===== config.mk =====
export PLATFORM = sky130hd
export DESIGN_NAME = mem_loader_flat
export DESIGN_NICKNAME = d
export VERILOG_FILES = /design/src/rtl/mem_loader_if.sv /design/src/rtl/mem_loader.sv /design/src/flat_wrapper.sv
export SDC_FILE = /design/constraint.sdc
export NUM_CORES = 1
export LEC_CHECK = 0
export ABC_AREA = 1
export BUFFER_PORTS_ARGS = -buffer_cell sky130_fd_sc_hd__buf_2
export CORE_MARGIN = 5
export CORE_UTILIZATION = 35
export CTS_BUF_LIST = sky130_fd_sc_hd__clkbuf_4 sky130_fd_sc_hd__clkbuf_8 sky130_fd_sc_hd__clkbuf_16
export DETAILED_ROUTE_END_ITERATION = 16
export GPL_TIMING_DRIVEN = 0
export HOLD_SLACK_MARGIN = 0.02
export SLEW_MARGIN = 15
export SYNTH_ARGS = -nofsm -noshare
export SYNTH_HDL_FRONTEND = slang
export SYNTH_SLANG_ARGS = --single-unit

===== constraint.sdc =====
create_clock -name clk -period 15.2 [get_ports clk]
set_input_delay 3.04 -clock clk [delete_from_list [all_inputs] [get_ports clk]]
set_output_delay 3.04 -clock clk [all_outputs]
set_load 0.005 [all_outputs]

===== src/rtl/mem_loader_if.sv =====
// Loader bus: byte-stream input side plus the CPU external memory write port and status.
interface mem_loader_if;
  logic [7:0]  rx_data;
  logic        rx_valid;
  logic        reload;
  logic        cpu_hold;
  logic        Ext_MemWrite;
  logic [31:0] Ext_WriteData;
  logic [31:0] Ext_DataAdr;
  logic [31:0] words_loaded;
  logic        load_done;
  logic        load_error;

  // Loader side: consumes bytes and reload, drives the memory port and status.
  modport master (
    input  rx_data, rx_valid, reload,
    output cpu_hold, Ext_MemWrite, Ext_WriteData, Ext_DataAdr,
           words_loaded, load_done, load_error
  );

  // System side: supplies bytes and reload, observes the memory port and status.
  modport slave (
    output rx_data, rx_valid, reload,
    input  cpu_hold, Ext_MemWrite, Ext_WriteData, Ext_DataAdr,
           words_loaded, load_done, load_error
  );
endinterface


===== src/rtl/mem_loader.sv =====
// Byte-stream program loader: holds the CPU in reset while it assembles
// little-endian words from a byte stream and writes them to consecutive
// word addresses, then releases the CPU when the frame completes.
module mem_loader #(
  parameter logic [31:0] BASE_ADDR = 32'h0000_0000,
  parameter int unsigned MAX_WORDS = 64,
  parameter int unsigned TIMEOUT   = 1_000_000,
  parameter int unsigned TO_W      = 20
) (
  input logic         clk,
  input logic         reset,
  mem_loader_if.master bus
);

  typedef enum logic [1:0] {
    ST_LEN   = 2'd0,
    ST_DATA  = 2'd1,
    ST_WRITE = 2'd2,
    ST_RUN   = 2'd3
  } loaderState_t;

  loaderState_t    state, stateNxt;
  logic [1:0]      byteIdx, byteIdxNxt;
  logic [31:0]     lenWord, lenWordNxt;
  logic [23:0]     asmWord, asmWordNxt;
  logic [TO_W-1:0] toCnt, toCntNxt;

  logic            cpuHold, cpuHoldNxt;
  logic            memWrite, memWriteNxt;
  logic [31:0]     writeData, writeDataNxt;
  logic [31:0]     dataAdr, dataAdrNxt;
  logic [31:0]     wordsLoaded, wordsLoadedNxt;
  logic            loadDone, loadDoneNxt;
  logic            loadError, loadErrorNxt;

  logic [31:0]     lenFull;
  logic [31:0]     wordsNext;
  logic            byteLast;
  logic            lastWord;
  logic            timedOut;
  logic            toActive;

  // Count value as it stands once the byte arriving now is included.
  assign lenFull   = {bus.rx_data, lenWord[23:0]};
  assign wordsNext = wordsLoaded + 32'd1;
  assign byteLast  = (byteIdx == 2'd3);
  assign lastWord  = (wordsNext == lenWord);
  assign timedOut  = (toCnt >= TO_W'(TIMEOUT));
  // Idle timer only runs once a frame has started.
  assign toActive  = (state == ST_DATA) || (state == ST_WRITE) ||
                     ((state == ST_LEN) && (byteIdx != 2'd0));

  // State and datapath registers; every output is taken straight from a flop.
  always_ff @(posedge clk or posedge reset) begin
    if (reset) begin
      state       <= ST_LEN;
      byteIdx     <= 2'd0;
      lenWord     <= 32'd0;
      asmWord     <= 24'd0;
      toCnt       <= '0;
      cpuHold     <= 1'b1;
      memWrite    <= 1'b0;
      writeData   <= 32'd0;
      dataAdr     <= BASE_ADDR;
      wordsLoaded <= 32'd0;
      loadDone    <= 1'b0;
      loadError   <= 1'b0;
    end else begin
      state       <= stateNxt;
      byteIdx     <= byteIdxNxt;
      lenWord     <= lenWordNxt;
      asmWord     <= asmWordNxt;
      toCnt       <= toCntNxt;
      cpuHold     <= cpuHoldNxt;
      memWrite    <= memWriteNxt;
      writeData   <= writeDataNxt;
      dataAdr     <= dataAdrNxt;
      wordsLoaded <= wordsLoadedNxt;
      loadDone    <= loadDoneNxt;
      loadError   <= loadErrorNxt;
    end
  end

  // Next-state decode: frame parsing, write sequencing, timeout abort and reload.
  always_comb begin
    stateNxt = state;
    case (state)
      ST_LEN: begin
        if (timedOut && (byteIdx != 2'd0)) begin
          stateNxt = ST_LEN;
        end else if (bus.rx_valid && byteLast) begin
          if (lenFull == 32'd0) begin
            stateNxt = ST_RUN;
          end else if (lenFull > 32'(MAX_WORDS)) begin
            stateNxt = ST_LEN;
          end else begin
            stateNxt = ST_DATA;
          end
        end
      end
      ST_DATA: begin
        if (timedOut) begin
          stateNxt = ST_LEN;
        end else if (bus.rx_valid && byteLast) begin
          stateNxt = ST_WRITE;
        end
      end
      ST_WRITE: begin
        stateNxt = lastWord ? ST_RUN : ST_DATA;
      end
      ST_RUN: begin
        if (bus.reload) begin
          stateNxt = ST_LEN;
        end
      end
      default: stateNxt = ST_LEN;
    endcase
  end

  // Next values for datapath and outputs, derived from the current and next state.
  always_comb begin
    byteIdxNxt     = byteIdx;
    lenWordNxt     = lenWord;
    asmWordNxt     = asmWord;
    writeDataNxt   = writeData;
    dataAdrNxt     = dataAdr;
    wordsLoadedNxt = wordsLoaded;
    loadErrorNxt   = loadError;
    memWriteNxt    = 1'b0;
    toCntNxt       = toCnt;

    // Idle timer: cleared by any byte or outside a frame; held once expired in WRITE.
    if (!toActive || bus.rx_valid || (stateNxt == ST_RUN)) begin
      toCntNxt = '0;
    end else if (timedOut) begin
      toCntNxt = (state == ST_WRITE) ? toCnt : '0;
    end else begin
      toCntNxt = toCnt + TO_W'(1);
    end

    case (state)
      ST_LEN: begin
        if (timedOut && (byteIdx != 2'd0)) begin
          byteIdxNxt   = 2'd0;
          loadErrorNxt = 1'b1;
        end else if (bus.rx_valid) begin
          lenWordNxt[{byteIdx, 3'b000} +: 8] = bus.rx_data;
          byteIdxNxt = byteIdx + 2'd1;
          if (byteLast) begin
            if (lenFull > 32'(MAX_WORDS)) begin
              loadErrorNxt = 1'b1;
            end else begin
              wordsLoadedNxt = 32'd0;
            end
          end
        end
      end
      ST_DATA: begin
        if (timedOut) begin
          byteIdxNxt   = 2'd0;
          loadErrorNxt = 1'b1;
        end else if (bus.rx_valid) begin
          byteIdxNxt = byteIdx + 2'd1;
          case (byteIdx)
            2'd0: asmWordNxt[7:0]   = bus.rx_data;
            2'd1: asmWordNxt[15:8]  = bus.rx_data;
            2'd2: asmWordNxt[23:16] = bus.rx_data;
            default: begin
              memWriteNxt  = 1'b1;
              writeDataNxt = {bus.rx_data, asmWord};
              dataAdrNxt   = BASE_ADDR + {wordsLoaded[29:0], 2'b00};
            end
          endcase
        end
      end
      ST_WRITE: begin
        wordsLoadedNxt = wordsNext;
        // A byte landing during a non-final write starts the next word.
        if (!lastWord && bus.rx_valid) begin
          asmWordNxt[7:0] = bus.rx_data;
          byteIdxNxt      = 2'd1;
        end
      end
      ST_RUN: begin
        if (bus.reload) begin
          byteIdxNxt     = 2'd0;
          wordsLoadedNxt = 32'd0;
        end
      end
      default: ;
    endcase

    // A completed frame clears any earlier error.
    if ((stateNxt == ST_RUN) && (state != ST_RUN)) begin
      loadErrorNxt = 1'b0;
    end
  end

  logic cpuHoldNxtC;
  logic loadDoneNxtC;
  assign cpuHoldNxtC  = (stateNxt != ST_RUN);
  assign loadDoneNxtC = (stateNxt == ST_RUN);

  // Status flags track the state the FSM is entering.
  always_comb begin
    cpuHoldNxt  = cpuHoldNxtC;
    loadDoneNxt = loadDoneNxtC;
  end

  assign bus.cpu_hold      = cpuHold;
  assign bus.Ext_MemWrite  = memWrite;
  assign bus.Ext_WriteData = writeData;
  assign bus.Ext_DataAdr   = dataAdr;
  assign bus.words_loaded  = wordsLoaded;
  assign bus.load_done     = loadDone;
  assign bus.load_error    = loadError;

endmodule

===== src/flat_wrapper.sv =====
// flat-port wrapper written by rule: the top's interface ports become plain ports
module mem_loader_flat 
#(
  parameter logic [31:0] BASE_ADDR = 32'h0000_0000,
  parameter int unsigned MAX_WORDS = 64,
  parameter int unsigned TIMEOUT   = 1_000_000,
  parameter int unsigned TO_W      = 20
)
  (clk, reset, bus_rx_data, bus_rx_valid, bus_reload, bus_cpu_hold, bus_Ext_MemWrite, bus_Ext_WriteData, bus_Ext_DataAdr, bus_words_loaded, bus_load_done, bus_load_error);
  mem_loader_if bus_i ();
  input logic clk;
  input logic reset;
  input wire logic [$bits(bus_i.rx_data)-1:0] bus_rx_data;
  input wire logic [$bits(bus_i.rx_valid)-1:0] bus_rx_valid;
  input wire logic [$bits(bus_i.reload)-1:0] bus_reload;
  output wire logic [$bits(bus_i.cpu_hold)-1:0] bus_cpu_hold;
  output wire logic [$bits(bus_i.Ext_MemWrite)-1:0] bus_Ext_MemWrite;
  output wire logic [$bits(bus_i.Ext_WriteData)-1:0] bus_Ext_WriteData;
  output wire logic [$bits(bus_i.Ext_DataAdr)-1:0] bus_Ext_DataAdr;
  output wire logic [$bits(bus_i.words_loaded)-1:0] bus_words_loaded;
  output wire logic [$bits(bus_i.load_done)-1:0] bus_load_done;
  output wire logic [$bits(bus_i.load_error)-1:0] bus_load_error;
  assign bus_i.rx_data = bus_rx_data;
  assign bus_i.rx_valid = bus_rx_valid;
  assign bus_i.reload = bus_reload;
  assign bus_cpu_hold = bus_i.cpu_hold;
  assign bus_Ext_MemWrite = bus_i.Ext_MemWrite;
  assign bus_Ext_WriteData = bus_i.Ext_WriteData;
  assign bus_Ext_DataAdr = bus_i.Ext_DataAdr;
  assign bus_words_loaded = bus_i.words_loaded;
  assign bus_load_done = bus_i.load_done;
  assign bus_load_error = bus_i.load_error;
  mem_loader #(.BASE_ADDR(BASE_ADDR), .MAX_WORDS(MAX_WORDS), .TIMEOUT(TIMEOUT), .TO_W(TO_W)) u_core (.clk(clk), .reset(reset), .bus(bus_i));
endmodule

==> metrics.txt <==
DRC Markers=0; Core ar.=0.0269 mm²; largest cells by area after synthesis=dfrtp_1, nand2_1, nand3_1; via count=8481; top-area cell type share of the netlist area=between 40% and 50%; Slew Limit Fails=0; CTS tree=built; fin nets=approximately 1300; IO buf count=~110; post-synthesis sequential area ratio=46.7%; FMAX=just over 200 MHz; Post-Syn Area=0.00954 mm²; largest net degree at the start of global routing=~110; Die W=around 180 µm; status=finished, final reports clean; worst reg2reg setup slack=about 12 ns; Starting Density=35.5%; post-CTS setup buffer count=0; Hold Crit Depth=1; final setup fails=0; initial antenna violation count=1; Synth Area in Compound Gates=between 10% and 20%; main flop type after synthesis=dfrtp_1; cell mode on critical path=o21ai_0; Worst EP arrival=between 5 and 6 ns; measured slew at the worst slew-check pin=about 0.88 ns; Detailed Route Iter0 Violations=a little over 700; DRT antenna net count=0; global-route wire length before repair=45500 µm; Hold Path Origin=u_core.bus.Ext_DataAdr[4]$_DFFE_PP0P_; synthesized flop and latch total=roughly 180; Setup CP Type=in -> reg; Ports=between 100 and 150; Max-Cap Viols=0; Cell Rows=60; relative slew slack=approximately two fifths; Critical Path Max Stage Delay=a little under 0.5 ns; number of synthesized flops with an enable pin=0; cells on worst reg2reg path=11; Hold Crit Class=reg -> reg; Num CTS Buffers=17; adder-cell share of the synthesized area=between 1.5 and 2%; clock sinks=roughly 180; DR vias/cell=between 5 and 6; CTS Root Buffer Type=clkbuf_16; Setup WS post-layout=around 10 ns; CTS Buffer Depth=2; number of global-route vias before repair=8429; fin crit period=just under 5 ns; mux contribution to synthesized area=3.19%; Critical R2R Capture=u_core.bus.words_loaded[0]$_DFFE_PP0P_; Mapped Cells=1183; Period Utilization, post-route=between 30 and 40%; overall routed net length=approximately 28000 µm; H-tree depth=4; synth warn=0; total power density per cell area=about 160 mW/mm²; DRT Pass-1 Iters=6; CTS resizes=0; Worst-path clk slew=about 0.070 ns; top-count cell post-synth=nand2_1; placed cells=1634; post-synth cell types=46; synth cell count leaders=nand2_1, dfrtp_1, nand3_1; VDD IR max=0.100 mV; share of layout cells above drive strength 1=approximately 16%; final hold viol count=0; GR Overflow Total=0; Die Area=roughly 0.03 mm²; reg2reg start=u_core.byteIdx[0]$_DFFE_PP0P_; total global-route track usage=between 10% and 20%; RD Place Congestion=roughly 0.90; Async S/R FF share, synth=100%; CP startpoint kind=input pin; Post-Synth XOR/XNOR Area=2.37%; setup TNS=0 ns; cell leakage power=5.40 nW; cts hold-fix bufs=0; antenna fix cells=0; Worst Path Required=about 15 ns; cells along the critical path=buf_2 -> nor4_1 -> nand2_1 -> nor3_1 -> o21ai_0 -> o21ai_0 -> nand2_1 -> clkinv_1 -> clkbuf_1 -> o21ai_0; DP HPWL=around 21000 µm; Slowest-stage cell, CP=clkbuf_1; syn_area_per_cell=just over 8 µm²; die height=~180 µm; post-synth top area cell=dfrtp_1; DR WL/cell=between 15 and 20 µm; Hold Path End=u_core.bus.Ext_DataAdr[4]$_DFFE_PP0P_; Skew-Pair Late Insertion Delay=approximately 0.44 ns; pre-CTS setup slack=between 9 and 10 ns; simple-gate portion of the synthesized area=approximately 29%; largest family of logic cells by synthesized area=simple AND/OR/NAND/NOR gates; RSZ-0062 raised after global routing=false; P&R area growth vs syn=16.7%; Critical Path Sink Type=flip-flop; Final Skew=between 0.01 and 0.015 ns; fin cells=approximately 1700; crit-path max FO=10
critical path: cells and delay by family:
| family | cells | cell delay, ns |
|---|---|---|
| compound gates | 3 | 0.64 |
| buf+inv | 3 | 0.88 |
| simple gates | 4 | 0.65 |
power breakdown:
group | switching [mW] | internal, mW | total [mW]
registers | 0.128 | 0.641 | 0.770
logic | 0.364 | 0.256 | 0.621
clock network | 0.219 | 0.226 | 0.446
worst max path at each step:
stage                               from                                       to  slack [ns]  depth (start not counted)
after detailed placement  bus_rx_data[4]   u_core.bus.words_loaded[0]$_DFFE_PP0P_        9.86                         10
after global routing      bus_rx_data[7]  u_core.bus.words_loaded[21]$_DFFE_PP0P_       10.06                         11
after global placement             reset  u_core.bus.words_loaded[26]$_DFFE_PP0P_        5.12                          2
after CTS                 bus_rx_data[4]   u_core.bus.words_loaded[0]$_DFFE_PP0P_       10.32                         10
final                     bus_rx_data[4]   u_core.bus.words_loaded[0]$_DFFE_PP0P_       10.27                         10
after floorplan                    reset            u_core.asmWord[0]$_DFFE_PP0P_        7.33                          1
logic make-up (layout without fill, tap and decap cells):
| group | after synthesis | count (layout) |
|---|---|---|
| other | 1 | 2 |
| AO/OA/AOI/OAI | 164 | 164 |
| XOR/XNOR | 21 | 21 |
| flip-flops | 178 | 178 |
| adder cells (fa/ha/maj) | 14 | 14 |
| multiplexers | 27 | 27 |
| AND/OR/NAND/NOR | 615 | 615 |
| buffers and inverters | 163 | 304 |
metal layers:
layer	track usage [%]	vias up	part of all wire [%]
li1	-	4121	-
met1	25.1	4080	45
met2	30.7	250	47
met3	3.94	28	6.5
met4	4.48	2	1.5
met5	0	-	0.046
through the flow:
| step | cell area [µm²] | total power [mW] | utilization [%] | hold slack (ns) |
|---|---|---|---|---|
| 2_1_floorplan | 9540 | 1.15 | - | 0.448 |
| 5_1_grt | 11100 | 1.97 | 41.4 | 0.508 |
| 3_3_place_gp | 10500 | 1.39 | 39.1 | 0.463 |
| 4_1_cts | 11100 | 1.85 | 41.4 | 0.490 |
| 6_report | 11100 | 1.84 | 41.4 | 0.485 |
| 3_5_place_dp | 10500 | 1.40 | 39.2 | 0.471 |
state kept, by name (all words and copies together) (netlist names):
signal and flops:
u_core.bus.load_done 1, u_core.toCnt 20, u_core.bus.words_loaded 32, u_core.asmWord 24, u_core.lenWord 32, u_core.bus.cpu_hold 1
u_core.state 2, u_core.bus.Ext_DataAdr 30, u_core.byteIdx 2, u_core.bus.load_error 1, u_core.bus.Ext_WriteData 32, u_core.bus.Ext_MemWrite 1
cell usage in the layout (no fill, tap or decap), drive strengths merged:
cell type | Yosys | final
a211oi | 1 | 1
a21oi | 15 | 15
and2 | 4 | 4
and3 | 1 | 1
buf | 15 | 124
clkbuf | 22 | 40
clkinv | 2 | 5
clkinvlp | 0 | 1
conb | 1 | 2
dfrtp | 177 | 177
dfstp | 1 | 1
ha | 14 | 14
inv | 124 | 134
mux2 | 27 | 27
nand2 | 334 | 334
nand3 | 130 | 130
nand3b | 4 | 4
nand4 | 26 | 26
nor2 | 97 | 97
nor3 | 9 | 9
nor3b | 2 | 2
nor4 | 8 | 8
o211ai | 1 | 1
o21a | 35 | 35
o21ai | 94 | 94
o21bai | 2 | 2
o221ai | 1 | 1
o22ai | 2 | 2
o31ai | 13 | 13
xnor2 | 6 | 6
xnor3 | 2 | 2
xor2 | 12 | 12
xor3 | 1 | 1
layout make-up:
type / count / area (µm²)
plain buffers: 37 / 176
clock buffers: 18 / 439
clock inverters: 14 / 151
fillers: 2786 / 15700
inverters: 126 / 480
multi-input cells: 843 / 4440
flip-flops and latches: 178 / 4460
well taps: 341 / 427
repair buffers: 109 / 568
Power figures use the tool's default switching activity.
